<file path="src/rtl/ide_pio_host.sv">
// ide_pio_host: host-side PIO initiator for the IDE task-file port.
// Runs 28-bit-LBA READ SECTORS (0x20) and WRITE SECTORS (0x30) commands
// without a CPU. The 16-bit data words stream to or from a local client.
//
// Ports
//   clk, reset        system clock, asynchronous active-high reset
//   start             one-cycle command request, sampled only while idle
//   cmd_write         0 = READ SECTORS, 1 = WRITE SECTORS
//   drive, lba, count drive select, 28-bit start LBA, sector count (0 = 256)
//   busy, done        command in progress / one-cycle completion pulse
//   error, err_code   completion status (0 none, 1 device ERR, 2 timeout)
//   err_reg           device error register captured on ERR
//   sectors_done      sectors fully transferred in the current command
//   rd_data/rd_valid  read word stream (no backpressure)
//   wr_data/wr_valid/wr_ack  write word source, word consumed on wr_ack
//   io_*              task-file port master (io_32 tied low)
module ide_pio_host #(
  parameter logic [23:0] TIMEOUT = 24'd10_000_000
) (
  input  logic        clk,
  input  logic        reset,
  input  logic        start,
  input  logic        cmd_write,
  input  logic        drive,
  input  logic [27:0] lba,
  input  logic [7:0]  count,
  output logic        busy,
  output logic        done,
  output logic        error,
  output logic [1:0]  err_code,
  output logic [7:0]  err_reg,
  output logic [8:0]  sectors_done,
  output logic [15:0] rd_data,
  output logic        rd_valid,
  input  logic [15:0] wr_data,
  input  logic        wr_valid,
  output logic        wr_ack,
  output logic [3:0]  io_address,
  output logic        io_read,
  output logic        io_write,
  output logic [31:0] io_writedata,
  output logic        io_32,
  input  logic [31:0] io_readdata,
  input  logic        io_wait
);

  typedef enum logic [3:0] {
    S_IDLE, S_WAIT_RDY, S_SET_REGS, S_CMD, S_POLL_DRQ,
    S_XFER, S_POLL_END, S_ERR_RD, S_FINISH
  } state_t;

  state_t      state, state_next;
  logic        phase;        // 0: strobe slot, 1: mandatory idle cycle after a strobe
  logic [2:0]  reg_idx;      // which of the five setup registers is next
  logic [7:0]  word_cnt;     // words within the current sector
  logic [23:0] tmo_cnt;
  logic        cmd_write_q, drive_q;
  logic [27:0] lba_q;
  logic [7:0]  count_q;

  logic [7:0]  status;
  logic        polling, timed_out, last_sector;
  logic [7:0]  reg_byte;
  logic        unused_hi;

  assign status      = io_readdata[7:0];
  assign rd_data     = io_readdata[15:0];
  // The port runs in 16-bit mode, so the upper half of the read bus is ignored.
  assign unused_hi   = ^io_readdata[31:16];
  assign io_32       = 1'b0;
  assign busy        = (state != S_IDLE);
  assign error       = (err_code != 2'd0);
  assign polling     = (state == S_WAIT_RDY) || (state == S_POLL_DRQ) || (state == S_POLL_END);
  assign timed_out   = polling && (tmo_cnt == TIMEOUT);
  // A count of 0 encodes 256 sectors: {~|count, count} is the 9-bit total.
  assign last_sector = (sectors_done + 9'd1) == {~|count_q, count_q};

  always_comb begin
    case (reg_idx)
      3'd0:    reg_byte = count_q;
      3'd1:    reg_byte = lba_q[7:0];
      3'd2:    reg_byte = lba_q[15:8];
      3'd3:    reg_byte = lba_q[23:16];
      default: reg_byte = {3'b111, drive_q, lba_q[27:24]};
    endcase
  end

  always_comb begin
    // NOTE: every signal driven here gets a default first, so no path infers a latch.
    state_next   = state;
    io_address   = 4'd0;
    io_read      = 1'b0;
    io_write     = 1'b0;
    io_writedata = 32'd0;
    rd_valid     = 1'b0;
    wr_ack       = 1'b0;
    done         = 1'b0;
    case (state)
      S_IDLE: if (start) state_next = S_WAIT_RDY;
      S_WAIT_RDY, S_POLL_DRQ, S_POLL_END: begin
        io_address = 4'd7;
        if (timed_out) state_next = S_FINISH;
        else if (!phase) io_read = !io_wait;
        else if (!status[7]) begin
          if (state == S_WAIT_RDY)      state_next = S_SET_REGS;
          else if (status[0])           state_next = S_ERR_RD;
          else if (state == S_POLL_END) state_next = S_FINISH;
          else if (status[3])           state_next = S_XFER;
        end
      end
      S_SET_REGS: begin
        io_address   = {1'b0, reg_idx} + 4'd2;
        io_writedata = {24'd0, reg_byte};
        if (!phase) io_write = !io_wait;
        else if (reg_idx == 3'd4) state_next = S_CMD;
      end
      S_CMD: begin
        io_address   = 4'd7;
        io_writedata = {24'd0, (cmd_write_q ? 8'h30 : 8'h20)};
        if (!phase) io_write = !io_wait;
        else state_next = S_POLL_DRQ;
      end
      S_XFER: begin
        if (!phase) begin
          if (cmd_write_q) begin
            // The source word is forwarded combinationally, so ack and strobe coincide.
            io_writedata = {16'd0, wr_data};
            io_write     = !io_wait && wr_valid;
            wr_ack       = !io_wait && wr_valid;
          end else begin
            io_read = !io_wait;
          end
        end else begin
          rd_valid = !cmd_write_q;
          if (word_cnt == 8'hFF) state_next = last_sector ? S_POLL_END : S_POLL_DRQ;
        end
      end
      S_ERR_RD: begin
        io_address = 4'd1;
        if (!phase) io_read = !io_wait;
        else state_next = S_FINISH;
      end
      S_FINISH: begin
        done       = 1'b1;
        state_next = S_IDLE;
      end
      default: state_next = S_IDLE;
    endcase
  end

  always_ff @(posedge clk or posedge reset) begin
    if (reset) begin
      state        <= S_IDLE;
      phase        <= 1'b0;
      reg_idx      <= 3'd0;
      word_cnt     <= 8'd0;
      tmo_cnt      <= 24'd0;
      cmd_write_q  <= 1'b0;
      drive_q      <= 1'b0;
      lba_q        <= 28'd0;
      count_q      <= 8'd0;
      err_code     <= 2'd0;
      err_reg      <= 8'd0;
      sectors_done <= 9'd0;
    end else begin
      // NOTE: non-blocking assignments so every register sees pre-edge values.
      state   <= state_next;
      phase   <= io_read | io_write;
      // Any state change restarts the count, which covers entry to each poll state.
      tmo_cnt <= (state_next != state) ? 24'd0 : tmo_cnt + 24'd1;
      if (state == S_IDLE && start) begin
        cmd_write_q  <= cmd_write;
        drive_q      <= drive;
        lba_q        <= lba;
        count_q      <= count;
        err_code     <= 2'd0;
        err_reg      <= 8'd0;
        sectors_done <= 9'd0;
        reg_idx      <= 3'd0;
        word_cnt     <= 8'd0;
      end
      if (state == S_SET_REGS && phase) reg_idx <= reg_idx + 3'd1;
      if (state == S_XFER && phase) begin
        word_cnt <= word_cnt + 8'd1;
        if (word_cnt == 8'hFF) sectors_done <= sectors_done + 9'd1;
      end
      if (state == S_ERR_RD && phase) begin
        err_reg  <= status;
        err_code <= 2'd1;
      end
      if (timed_out) err_code <= 2'd2;
    end
  end

endmodule
</file>
<file path="config.mk">
export PLATFORM = sky130hd
export DESIGN_NAME = ide_pio_host
export DESIGN_NICKNAME = d
export VERILOG_FILES = /design/src/rtl/ide_pio_host.sv
export SDC_FILE = /design/constraint.sdc
export NUM_CORES = 1
export LEC_CHECK = 0
export ABC_CLOCK_PERIOD_IN_PS = 4080
export CAP_MARGIN = 15
export CORE_UTILIZATION = 47
export CTS_CLUSTER_DIAMETER = 40
export CTS_CLUSTER_SIZE = 12
export DETAILED_ROUTE_END_ITERATION = 16
export GPL_TIMING_DRIVEN = 0
export PLACE_DENSITY = 0.84
export RECOVER_POWER = 25
export SETUP_SLACK_MARGIN = 0.4
export SLEW_MARGIN = 20
export SYNTH_ARGS = -nofsm -noshare
export SYNTH_HDL_FRONTEND = slang
export SYNTH_SLANG_ARGS = --single-unit
</file>
<file path="constraint.sdc">
create_clock -name clk -period 4.08 [get_ports clk]
set_input_delay 0.816 -clock clk [delete_from_list [all_inputs] [get_ports clk]]
set_output_delay 0.816 -clock clk [all_outputs]
set_load 0.01 [all_outputs]
</file>
==> out/results.ini, run 1 <==
[layout]
area_growth_pct=35.3
drive_above_1_share_pct=10.0
n_antenna_cell=0
instances_no_fill=941
top_regs=lba_q x28, tmo_cnt x24, sectors_done x9
top_register=lba_q
nNetsFinal=896
largest_reg_flops=28
postLayoutCellArea_um2=7430

[synthesis]
synth_largest_area_cell=dfrtp_1
synth_top_area_share_pct=44.2
yosysSeqAreaShare_pct=44.2
ys_top_cells_by_count=nand2_1 (158), dfrtp_1 (97), nor2_1 (53)
syn_avg_cell_area_um2=8.63
synth_most_common_cell=nand2_1
synthFlopType=dfrtp_1
ys_types=55
synth-edff-count=0
yosysWarnings=0
synthArstFlopShare_pct=100
ys_seq_elements=97
synth_cells=636
synthTopCellsByArea=dfrtp_1 (44%), nand2_1 (11%), buf_4 (4.8%), nor2_1 (3.6%), xor2_1 (2.9%)
syn_area_um2=5490

[sta]
finalSetupViolCount=0
relSlewSlack_pct=19.1
worstMarginPinSlew_ns=1.21
whs_ns=0.479
fin_crit_ns=3.54
finClkSkew_ns=0.00872
period_share_pct=86.7
max_freq_ghz=0.283
grt_setup_unrepaired=false
drv_slew=0
hold_violations=0

[cts]
cts_tree=built
clock_latency_ns=0.34
clockRootBuffer=clkbuf_16
clk_path_buf_depth=2
cts_hold_buf=0
clkSinkCount=97
path_clk_slew_ns=0.07
cts-htree-levels=3
cts_buffers=9

[global_route]
grt.overflow.total=0
antenna_found_initial=0
grt_pass1_wl_um=23600
grt_pass1_vias=4821
grt_usage_pct=25.5
grt_max_degree=74

[detailed_routing]
drcViolationCount=0
routedWlPerCell_um=15.8
drt-initial-drc-count=444
routed_via_density=5.45
vias=5124
dr.pass1.iters=5
ant_nets=0
wl_um=14900

[placement]
place_inst=924
io_buffers=128
dp_hpwl_um=10900
gp_congestion=0.883
placed_area_um2=7040

[floorplan]
die_area_um2=12100
core_um2=11400
die-height_um=110
rows=39
die_w_um=110
io_pins=170
start_util_pct=48.1

[min_path]
hold_class=reg -> reg

[power]
power_w=0.00419
powerDensity_nw_per_um2=564
peakVddDrop_mv=0.320
p_leak_nw=3.37

[setup_path]
critical_path_class=reg -> out
crit_arrival_ns=2.72
crit_required_ns=3.26
r2r_setup_slack_ns=1.54
path_max_fanout=9
crit_path_end_kind=output pin
cp-start-kind=flop

[outcome]
status=finished, final reports clean

[job]
drv_cap=0

[through the flow]
step	util [%]	setup WS [ns]	TNS, ns
after global routing	65.1	0.441	0
after floorplan	-	0.730	0
after detailed placement	61.7	0.275	0
after global placement	61.4	-0.684	-65.93
after CTS	64.8	0.388	0
final	65.1	0.544	0
[layer usage]
metal	up-vias	part of all wire, %	global-route usage (%)
li1	2445	-	-
met1	2441	43	35.2
met2	220	49	41.8
met3	18	6.9	3.64
met4	0	1.6	7.24
met5	-	0	0
[critical path: stages (launching register included)]
cell,delay [ns]
dfrtp_2,0.42
inv_1,0.12
ha_1,0.20
clkbuf_2,0.19
a222oi_1,0.46
nor2_1,0.08
a21oi_1,0.12
a21oi_1,0.09
a22o_1,0.22
clkdlybuf4s50_1,0.47
[cells by family after synthesis]
| kind of cell | count (synthesis) | share of synthesized area [%] |
|---|---|---|
| AOI/OAI and AO/OA | 95 | 12.2 |
| xor gates and xnor gates | 34 | 5.42 |
| DFF | 97 | 44.2 |
| buffers and inverters | 75 | 7.57 |
| other | 1 | 0.0683 |
| and+or+nand+nor | 319 | 27.1 |
| adders and majority gates | 12 | 2.73 |
| muxes | 3 | 0.775 |
[cell type report]
| class | instances | area [um^2] |
|---|---|---|
| Fill cell | 949 | 3990 |
| Multi-Input combinational cell | 480 | 2750 |
| Sequential cell | 97 | 2430 |
| Timing Repair Buffer | 130 | 1320 |
| Buffer | 65 | 394 |
| Clock buffer | 9 | 225 |
| Tap cell | 143 | 179 |
| Clock inverter | 7 | 92.6 |
| Inverter | 10 | 38.8 |
[repair_timing]
action | CTS | global route
endpoints found under the setup margin | 17 | 17
gates resized for setup | 11 | 15
endpoints found under the hold margin | 0 | 0
setup buffers | 0 | 1
pin swaps | 1 | 4
[path summary, 6_finish.rpt]
kind,startpoint,to,depth (start not counted)
setup / recovery,reg_idx[1],io_writedata[2],9
hold / removal,lba_q[25],lba_q[25],2
setup reg to reg,state[1],count_q[0],8
hold reg to reg,lba_q[25],lba_q[25],2
max in group asynchronous,reset,reg_idx[1],3
min in group asynchronous,reset,tmo_cnt[8],2
[cell usage in the layout (no fill, tap or decap), types with 4 or more instances in the layout]
cell             count
a21oi_1             19
a222oi_1             8
a22o_1              14
and2_1              11
and3_1               6
and4_1               4
buf_1                4
buf_4               37
clkbuf_1            17
clkbuf_16            9
clkbuf_2             5
clkdlybuf4s50_1    126
conb_1              17
dfrtp_1             95
ha_1                12
inv_1                9
nand2_1            158
nand2b_1             6
nand3_1             29
nand4_1              9
nor2_1              50
nor2b_1              9
nor3_1               6
nor4_1               8
o21ai_0             29
o31ai_1              7
or2_2                4
xnor2_1             16
xor2_1              18
[power breakdown]
part	switching, W	internal (W)	leakage [nW]	total, W
logic	0.00106	0.000787	1.93	0.00185
clock network	0.000380	0.000539	0.160	0.000918
registers	0.000223	0.00120	1.29	0.00142
Note: power is estimated with default switching activity, not from simulation.
==> inputs of run 2 (changes only) <==
- ABC_CLOCK_PERIOD_IN_PS: 4080 -> 3450
- clock period: 4.08 -> 3.45 ns (I/O delays scaled with it)
==> out/results.ini, run 2 (synthesis gave the netlist of run 1 again) <==
[setup_path]
crit_path_end_kind=output pin
r2r_setup_slack_ns=0.93  ; -0.61 ns
cp_num_buf_inv=3  ; unchanged
r2r_cells=9  ; +1
critical_path_class=reg -> out
path_max_fanout=10  ; +1
slowest_stage=clkdlybuf4s50_1
crit_required_ns=2.76  ; -0.50 ns
rr_endpoint=tmo_cnt[5]
crit_arrival_ns=2.38  ; -0.34 ns
max_stage_delay_ns=0.63  ; +0.16 ns
cp-start-kind=flop
cp_cell_sequence=buf_2, buf_4, nor2_1, a221oi_1, clkdlybuf4s50_1
critical_path.top_delay_family=buffers and inverters
r2r_start=tmo_cnt[11]

[sta]
grt_setup_unrepaired=true
worstMarginPinSlew_ns=1.65  ; +0.445 ns
max_freq_ghz=0.326
fin_crit_ns=3.07
period_share_pct=88.9
finalSetupViolCount=0  ; unchanged
hold_violations=0  ; unchanged
drv_slew=61  ; +61
finClkSkew_ns=0.00551  ; -0.00321 ns
relSlewSlack_pct=-10.1  ; -29 points

[min_path]
hold_class=reg -> reg
hp-start=lba_q[16]
whs_path_depth=2  ; unchanged
holdPathEnd=lba_q[16]

[job]
drv_cap=2  ; +2

[detailed_routing]
wl_met3_um=884  ; -15%
wl_met1_um=6700  ; +5.3%
top_layer_used=met4
routed_via_density=5.45  ; +0.10%
drcViolationCount=0  ; unchanged
dr.pass1.iters=5  ; unchanged
vias=5200  ; +1.5%
wl_met2_um=7540  ; +3.8%
routedWlPerCell_um=16.1  ; +2.0%
wl_um=15400  ; +3.4%
ant_nets=0  ; unchanged
drt-initial-drc-count=406  ; -8.6%

[floorplan]
io_pins=170  ; unchanged
die-height_um=110  ; unchanged
die_area_um2=12100  ; unchanged
rows=39  ; unchanged
start_util_pct=48.1  ; unchanged
die_w_um=110  ; unchanged
core_um2=11400  ; unchanged

[global_route]
antenna_found_initial=0  ; unchanged
grt_max_degree=31  ; -58%
grt_pass1_wl_um=23800  ; +0.88%
grt.overflow.total=0  ; unchanged
grt_usage_pct=25.8  ; +0.34 points
grt_pass1_vias=4731  ; -1.9%

[cts]
cts_hold_buf=0  ; unchanged
clkSinkCount=97  ; unchanged
clockRootBuffer=clkbuf_16
clk_path_buf_depth=2  ; unchanged
cts_buffers=9  ; unchanged
cts_tree=built
path_clk_slew_ns=0.07  ; about the same
cts-htree-levels=3  ; unchanged
clock_latency_ns=0.35  ; about the same

[layout]
drive_above_1_share_pct=13.1  ; +3.0 points
nNetsFinal=909  ; +1.5%
layout_commonest_cell=nand2_1
largest_reg_flops=28  ; unchanged
top_register=lba_q
top_regs=lba_q x28, tmo_cnt x24, sectors_done x9
final_cell_mix=nand2_1 (158), clkdlybuf4s50_1 (108), dfrtp_1 (97)
area_growth_pct=38.2
n_antenna_cell=0  ; unchanged
fin_util_pct=66.5  ; +1.4 points

[power]
power_w=0.00502  ; +20%
powerDensity_nw_per_um2=662  ; +17%
peakVddDrop_mv=0.461  ; +44%
p_leak_nw=3.52  ; +4.3%

[placement]
gp_congestion=0.866  ; -1.9%
io_buffers=128  ; unchanged
dp_hpwl_um=11200  ; +2.1%

[outcome]
status=complete, but fails checks
violations=capacitance limit, slew limit

==> run 2: tightest hold or removal path, cell delays in order (launching register included) <==
cell and delay [ns]:
dfrtp_1 0.35, nand2_1 0.05, nand2_1 0.05
==> run 2: final cells by class <==
cell class,count,area [um^2]
clock inverter,7,77.6
buffer,65,467
clock buffer,9,225
inverter,10,41.3
timing repair buffer,143,1370
multi-input combinational,480,2810
sequential,97,2430
tap,143,179
fill,938,3830
==> run 2: repair_timing <==
item | in CTS | in global routing
hold endpoints to repair | 0 | 0
gates resized for setup | 64 | 26
cloned | 0 | 0
setup endpoints to repair | 23 | 12
pin swaps | 11 | 15
setup buffers | 7 | 5
==> run 2: routing by layer <==
metal | global-route usage (%) | up-vias
met2 | 41.4 | 196
met3 | 2.94 | 23
met1 | 36.0 | 2508
li1 | - | 2473
met5 | 0 | -
met4 | 9.52 | 0
==> run 2: where the power goes <==
| group | internal [W] | leakage (nW) | switching, W |
|---|---|---|---|
| sequential | 0.00141 | 1.29 | 0.000259 |
| combinational | 0.00102 | 2.08 | 0.00131 |
| clock | 0.000568 | 0.146 | 0.000458 |
| total | 0.00300 | 3.52 | 0.00202 |
==> run 2: worst max path at each step <==
stage	start	end	slack, ns	depth (start not counted)
after global placement	state[2]	io_writedata[4]	-0.17	9
after CTS	reg_idx[0]	io_writedata[1]	0.41	9
after global routing	reset	lba_q[16]	0.30	3
after floorplan	state[2]	io_writedata[5]	0.93	8
final	state[0]	io_address[0]	0.38	5
after detailed placement	state[2]	io_writedata[4]	-0.20	9
==> run 2: through the flow <==
stage	setup slack, ns	std cells	hold slack [ns]	TNS, ns	area [um^2]
after global placement	-0.174	923	0.459	-1.41	7010
after global routing	0.301	954	0.500	0	7590
after floorplan	0.926	652	0.441	0	5550
after CTS	0.407	949	0.481	0	7550
final	0.383	954	0.482	0	7590
after detailed placement	-0.204	926	0.463	-1.65	7070
==> inputs of run 3 (changes only) <==
- CORE_UTILIZATION: 47 -> 64
- DONT_BUFFER_PORTS: default -> 1
==> out/results.ini, run 3 (synthesis gave the netlist of run 1 again) <==
[outcome]
status=complete, but fails checks
violations=capacitance limit, slew limit

[layout]
top_regs=lba_q x28, tmo_cnt x24, sectors_done x9
drive_above_1_share_pct=11.7  ; -1.3 points
fin_util_pct=72.6  ; +6.1 points
nFillCells=632  ; -33%
largest_reg_flops=28  ; unchanged
nNetsFinal=771  ; -15%
top_register=lba_q
instances_no_fill=778  ; -18%
layout_commonest_cell=nand2_1
area_growth_pct=9.14
n_antenna_cell=0  ; unchanged
final_cell_mix=nand2_1 (158), dfrtp_1 (95), nor2_1 (51)

[global_route]
grt_max_degree=31  ; unchanged
antenna_found_initial=0  ; unchanged
grt.overflow.total=0  ; unchanged
grt_usage_pct=31.4  ; +5.6 points
grt_pass1_vias=4498  ; -4.9%
grt_pass1_wl_um=21600  ; -9.2%

[floorplan]
die_area_um2=8950  ; -26%
start_util_pct=66.5  ; +18 points
io_pins=170  ; unchanged
rows=33  ; -15%
core_um2=8260  ; -28%
die_w_um=94.6  ; -14%
die-height_um=94.6  ; -14%

[detailed_routing]
routedWlPerCell_um=17.2  ; +6.2%
drt-initial-drc-count=338  ; -17%
vias=4707  ; -9.5%
dr.pass1.iters=5  ; unchanged
routed_via_density=6.05  ; +11%
drcViolationCount=0  ; unchanged
wl_um=13300  ; -13%
ant_nets=0  ; unchanged

[sta]
period_share_pct=85.4  ; -3.4 points
grt_setup_unrepaired=false
drv_slew=30  ; -51%
hold_violations=0  ; unchanged
max_freq_ghz=0.339  ; +4.0%
finalSetupViolCount=0  ; unchanged
fin_crit_ns=2.95  ; -0.119 ns
finClkSkew_ns=0.00513  ; -0.000379 ns
worstMarginPinSlew_ns=1.69  ; +0.0385 ns
relSlewSlack_pct=-12.7  ; -2.6 points
fin_tns_setup_ns=0  ; unchanged

[setup_path]
crit_path_end_kind=output pin
cp-start-kind=flop
critical_path_class=reg -> out
path_max_fanout=10  ; unchanged
crit_arrival_ns=2.26  ; -0.12 ns
crit_required_ns=2.76  ; about the same

[placement]
place_inst=760  ; -18%
io_buffers=0  ; -100%
gp_congestion=0.895  ; +3.3%
dp_hpwl_um=9960  ; -11%

[cts]
cts_buffers=9  ; unchanged
clkSinkCount=97  ; unchanged
clockRootBuffer=clkbuf_8
cts_tree=built
clock_latency_ns=0.37  ; +0.02 ns
cts-htree-levels=3  ; unchanged
clk_path_buf_depth=2  ; unchanged
path_clk_slew_ns=0.10  ; +0.03 ns

[power]
p_leak_nw=2.83  ; -20%
peakVddDrop_mv=0.513  ; +11%
powerDensity_nw_per_um2=717  ; +8.4%

[job]
drv_cap=1  ; -1

[min_path]
hold_class=in -> async

[run 3: changes by cell type in the layout (fill, tap and decap cells not counted), moves of 4 or more]
cell,previous run,this run
clkbuf_1,15,19
clkbuf_8,4,9
buf_4,47,38
dlygate4sd2_1,14,0
clkbuf_16,9,0
clkdlybuf4s50_1,108,0
[run 3: per-layer routing]
metal	part of all wire [%]	up-vias	track usage [%]
li1	-	2190	-
met1	40	2232	42.3
met2	49	253	51.0
met3	8.9	32	6.04
met4	2.2	0	10.7
met5	0	-	0
[run 3: worst paths after layout]
| kind | startpoint | end | slack [ns] | cells past startpoint |
|---|---|---|---|---|
| setup reg to reg | state[2] | tmo_cnt[20] | 0.96 | 7 |
| max in group asynchronous | reset | reg_idx[0] | 1.19 | 2 |
| min in group clk | lba[27] | lba_q[27] | 0.42 | 2 |
| hold reg to reg | lba_q[23] | lba_q[23] | 0.48 | 2 |
| hold / removal | reset | phase | 0.22 | 1 |
| setup / recovery | state[0] | io_address[0] | 0.50 | 4 |
[run 3: report_power, final]
group	leakage (nW)	switching (W)	internal [W]	total, W
Clock	0.106	0.000437	0.000351	0.000788
Sequential	1.29	0.000258	0.00141	0.00167
Combinational	1.43	0.00119	0.000653	0.00184
Total	2.83	0.00188	0.00242	0.00430
[run 3: final cells by class]
class	count	area, um^2	share of cell area, %
repair buffers	5	42.5	0.710
multi-input cells	480	2740	45.8
clock buffers	9	124	2.07
clock inverters	7	90.1	1.50
inverters	10	38.8	0.647
well taps	105	131	2.19
flip-flops and latches	97	2430	40.6
plain buffers	65	394	6.58
[run 3: worst max-delay path, cell delays in order, from the launching register on]
cell and delay [ns]:
dfrtp_1 0.37, buf_2 0.20, buf_1 0.58, nor2_1 0.18, a221oi_1 0.57
[run 3: metrics by stage]
stage	hold slack (ns)	worst slack, ns	area (um^2)	power (W)
after floorplan	0.441	0.926	5550	0.00295
final	0.215	0.502	5990	0.00430
after global routing	0.245	0.395	5990	0.00458
after global placement	0.458	0.365	5690	0.00334
after CTS	0.159	0.358	6000	0.00425
after detailed placement	0.463	0.293	5750	0.00342
[run 3: what timing repair did]
| action | CTS | global route |
|---|---|---|
| endpoints found under the hold margin | 0 | 0 |
| hold buffers | 0 | 0 |
| pin swaps | 1 | 4 |
| resized for setup | 13 | 12 |
| buffers inserted | 0 | 2 |
| cloned | 0 | 0 |
| setup endpoints to repair | 17 | 14 |
